## config.mk

```make
export PLATFORM = sky130hd
export DESIGN_NAME = mult_control
export DESIGN_NICKNAME = d
export VERILOG_FILES = /design/src/rtl/mult_ctrl_pkg.sv /design/src/rtl/sync_2ff.sv /design/src/rtl/mult_control.sv
export SDC_FILE = /design/constraint.sdc
export NUM_CORES = 1
export LEC_CHECK = 0
export ABC_AREA = 1
export CAP_MARGIN = 20
export CORE_AREA = 3 3 40 42
export CTS_CLUSTER_DIAMETER = 60
export DETAILED_ROUTE_END_ITERATION = 6
export DIE_AREA = 0 0 43 45
export DONT_BUFFER_PORTS = 1
export GPL_TIMING_DRIVEN = 0
export HOLD_SLACK_MARGIN = 0.05
export PLACE_DENSITY = 0.54
export SLEW_MARGIN = 20
export SYNTH_ARGS = -nofsm -noshare
export SYNTH_HDL_FRONTEND = slang
export SYNTH_SLANG_ARGS = --single-unit
```

## constraint.sdc

```tcl
create_clock -name Clk -period 3.5 [get_ports Clk]
set_input_delay 0.7 -clock Clk [delete_from_list [all_inputs] [get_ports Clk]]
set_output_delay 0.7 -clock Clk [all_outputs]
set_load 0.01 [all_outputs]
```

## src/rtl/mult_ctrl_pkg.sv

```systemverilog
// Shared types and constants for the add/shift multiplier controller.
// Holds the state encoding, the default operand width and the matching step-counter width.
package mult_ctrl_pkg;

   localparam int NUM_BITS_DEF = 8;
   localparam int CNT_W        = $clog2(NUM_BITS_DEF);

   typedef enum logic [2:0] {
      IDLE  = 3'd0,
      CLRA  = 3'd1,
      ADD   = 3'd2,
      SHIFT = 3'd3,
      HOLD  = 3'd4
   } state_t;

endpackage

```

## src/rtl/sync_2ff.sv

```systemverilog
// One-bit two-flop synchronizer for an asynchronous push-button input.
module sync_2ff (
   input  logic clk,
   input  logic rst_n,
   input  logic d,
   output logic q
);

   logic meta;

   always_ff @(posedge clk or negedge rst_n) begin
      if (!rst_n) begin
         meta <= 1'b0;
         q    <= 1'b0;
      end else begin
         meta <= d;
         q    <= meta;
      end
   end

endmodule

```

## src/rtl/mult_control.sv

```systemverilog
// Sequencer for a shift-add signed multiplier: one clear, then NUM_BITS add/shift steps,
// with the final step subtracting to account for the sign bit of the multiplier.
import mult_ctrl_pkg::*;

module mult_control #(
   parameter int NUM_BITS = NUM_BITS_DEF
) (
   input  logic Clk,
   input  logic Reset_n,
   input  logic Run,
   input  logic Load_Clear,
   input  logic M,
   output logic Clr_Ld,
   output logic Clr_A,
   output logic Add,
   output logic Sub,
   output logic Shift,
   output logic Busy,
   output logic Done
);

   localparam int CW = (NUM_BITS > 1) ? $clog2(NUM_BITS) : 1;
   localparam logic [CW-1:0] LAST = CW'(NUM_BITS - 1);

   state_t        state;
   logic [CW-1:0] cnt;
   logic          run_sync;
   logic          ld_sync;
   logic          run_prev;
   logic          start;
   logic          last_step;

   sync_2ff u_sync_run (
      .clk   (Clk),
      .rst_n (Reset_n),
      .d     (Run),
      .q     (run_sync)
   );

   sync_2ff u_sync_ld (
      .clk   (Clk),
      .rst_n (Reset_n),
      .d     (Load_Clear),
      .q     (ld_sync)
   );

   // A held button produces a single start; run_prev tracks Run in every state.
   assign start     = run_sync & ~run_prev;
   assign last_step = (cnt == LAST);

   always_ff @(posedge Clk or negedge Reset_n) begin
      if (!Reset_n) begin
         state    <= IDLE;
         cnt      <= '0;
         run_prev <= 1'b0;
      end else begin
         run_prev <= run_sync;
         case (state)
            IDLE: begin
               if (!ld_sync && start)
                  state <= CLRA;
            end
            CLRA: begin
               cnt   <= '0;
               state <= ADD;
            end
            ADD: begin
               state <= SHIFT;
            end
            SHIFT: begin
               if (last_step) begin
                  state <= HOLD;
               end else begin
                  cnt   <= cnt + CW'(1);
                  state <= ADD;
               end
            end
            HOLD: begin
               if (!run_sync)
                  state <= IDLE;
            end
            default: state <= IDLE;
         endcase
      end
   end

   // Load_Clear takes priority over a simultaneous start while idle.
   assign Clr_Ld = (state == IDLE) & ld_sync;
   assign Clr_A  = (state == CLRA);
   assign Add    = (state == ADD) & M & ~last_step;
   assign Sub    = (state == ADD) & M &  last_step;
   assign Shift  = (state == SHIFT);
   assign Busy   = (state == CLRA) | (state == ADD) | (state == SHIFT);
   assign Done   = (state == HOLD);

endmodule

```

==> impl_metrics.py <==
metrics = {
    "synthesis": {
        "synth_area_per_cell_um2": 9.35,
        "synth_area_um2": 477,
        "synth_warnings": 0,
        "syn_nets": 58,
        "synth_top_area_share_pct": 57.7,
        "yosys.area.top_type": "dfrtp_1",
        "synth_cell_type_count": 13,
        "yosys-top-cells-area": "dfrtp_1, nand2_1, nand3_1, ha_1, nor3_1",
        "ys_ff_latch": 11,
        "seq_area_frac_synth_pct": 57.7,
        "synth_cells": 51,
    },
    "finish": {
        "antennaDiodeCount": 0,
        "area_delta_synth_final_pct": 9.45,
        "drive_above_1_share_pct": 18.2,
        "nNetsFinal": 63,
        "n_fill_cell": 139,
    },
    "global_routing": {
        "grt_max_degree": 12,
        "grt_overflow": 0,
        "antenna_found_initial": 0,
        "grt_pass1_wl_um": 1350,
        "grt_pass1_vias": 315,
        "grt_usage_pct": 9.82,
    },
    "cts": {
        "cts.root.buffer_cell": "clkbuf_4",
        "cts.htree.levels": 1,
        "cts_tree": "built",
        "path_clk_slew_ns": 0.06,
        "cts_hold_buffers": 0,
        "cts_max_path_buffers": 2,
        "clkLatencyLatePin_ns": 0.26,
        "postCtsSetupBuffers": 0,
        "numCtsBuffers": 3,
        "cts.sinks": 11,
        "post_cts_resized": 0,
    },
    "sta": {
        "worst_slew_pin_slew_ns": 0.392,
        "fmax_ghz": 0.476,
        "tns_ns": 0,
        "hold_ws_ns": 0.131,
        "fin_crit_sh_pct": 60.0,
        "period_minus_slack_ns": 2.10,
        "fin_skew_ns": 0.00315,
        "hold_violations": 0,
        "rsz0062_at_grt": "false",
        "slew_headroom_pct": 73.7,
        "slew_viol_final": 0,
        "finalSetupViolations": 0,
    },
    "power_and_ir_drop": {
        "irDropWorstVdd_uv": 385,
        "power.leakage_nw": 0.267,
        "power.density_nw_per_um2": 781,
    },
    "critical_path": {
        "worstPathArrival_ns": 1.40,
        "endpoint_kind": "output port",
        "start_kind": "flip-flop",
        "path_max_fanout": 3,
        "cp-startpoint": "cnt[0]$_DFFE_PN0P_",
        "worstSetupPathType": "reg2out",
        "required_ns": 2.80,
        "r2r-start": "cnt[0]$_DFFE_PN0P_",
    },
    "floorplan": {
        "num_io_pins": 12,
        "num_rows": 13,
        "initial_core_util_pct": 37.1,
        "die-area_um2": 1940,
        "fp.coreArea_um2": 1280,
        "die-width_um": 43,
        "die_h_um": 45,
    },
    "min_path": {
        "min-delay-path-class": "in2async",
    },
    "route": {
        "topRoutingLayerUsed": "met3",
        "ant_nets": 0,
        "drt_iter0_markers": 3,
        "met1Wirelength_um": 330,
        "wirelength_um": 751,
        "viasPerCell": 4.69,
        "first_pass_iters": 4,
        "drc": 0,
        "wl_met2_um": 347,
        "post_drt_wl_per_cell_um": 10.7,
        "met3_wirelength_um": 73,
        "vias": 328,
    },
    "placement": {
        "port_buffers": 0,
        "dp_hpwl_um": 601,
        "gp_congestion": 0.750,
    },
    "run": {
        "maxCapViolations": 0,
    },
    "outcome": {
        "status": "complete, no violations",
    },
}
[per-stage QoR]
step           total power [mW]  cell area (um2)  setup WS, ns  instances  utilization, %
2_1_floorplan             0.306              477          1.74         51               -
3_3_place_gp              0.330              495          1.68         66            38.6
3_5_place_dp              0.334              495          1.67         66            38.6
4_1_cts                   0.417              522          1.38         70            40.6
5_1_grt                   0.451              522          1.31         70            40.6
6_report                  0.408              522          1.40         70            40.6
[sequential cells by signal, indices dropped and copies added, names as in the netlist]
signal and cells:
state 3, u_sync_run.q 1, u_sync_ld.meta 1, run_prev 1, u_sync_ld.q 1, cnt 3
u_sync_run.meta 1
[placed cells by master (no fill, tap or decap), drive strengths merged]
master / n
inv: 7
o21ai: 1
buf: 1
nand3: 6
dfrtp: 11
nand2: 12
nand3b: 1
ha: 2
nor2: 6
clkbuf: 4
nor3: 4
[report_power, final]
part / internal, mW / switching (mW)
clock network: 0.0439 / 0.0365
registers: 0.158 / 0.0215
logic: 0.0513 / 0.0966
total: 0.253 / 0.155
[synth_stat cells (all sizes together)]
master,n
o21ai,1
ha,2
dfrtp,11
nor3,4
nor2,6
nand3,6
nand3b,1
nand2,12
buf,1
inv,7
[worst paths after layout]
kind | to | slack (ns) | cells past startpoint
min reg2reg | u_sync_ld.q$_DFF_PN0_ | 0.35 | 0
max in group asynchronous | u_sync_ld.meta$_DFF_PN0_ | 3.30 | 0
min in group Clk | u_sync_ld.q$_DFF_PN0_ | 0.35 | 0
max reg2reg | cnt[1]$_DFFE_PN0P_ | 2.20 | 6
max | Add | 1.40 | 3
min | state[2]$_DFFE_PN0P_ | 0.13 | 0
[critical path: stages (launching register included)]
cell	delay, ns
dfrtp_1	0.40
ha_1	0.21
ha_1	0.20
nor3_1	0.34
[layout make-up]
| type | count | area, um2 | share of cell area [%] |
|---|---|---|---|
| Multi-Input combinational cell | 32 | 168 | 32.1 |
| Sequential cell | 11 | 275 | 52.8 |
| Clock buffer | 4 | 26.3 | 5.04 |
| Inverter | 7 | 26.3 | 5.04 |
| Buffer | 1 | 7.51 | 1.44 |
| Tap cell | 15 | 18.8 | 3.60 |
[logic make-up (layout without fill, tap and decap cells)]
kind of cell             after synthesis  count (layout)  synth area share, %
flip-flops                            11              11                 57.7
buffers and inverters                  8              12                 7.09
adder cells (fa/ha/maj)                2               2                 5.25
AND/OR/NAND/NOR                       29              29                 28.9
AO/OA/AOI/OAI                          1               1                 1.05
[layer usage]
layer | vias to the layer above | global-route usage, %
li1 | 171 | -
met1 | 148 | 12.2
met2 | 9 | 13.5
met3 | 0 | 6.77
met4 | 0 | 3.61
met5 | - | 0
Note: power is estimated with default switching activity, not from simulation.
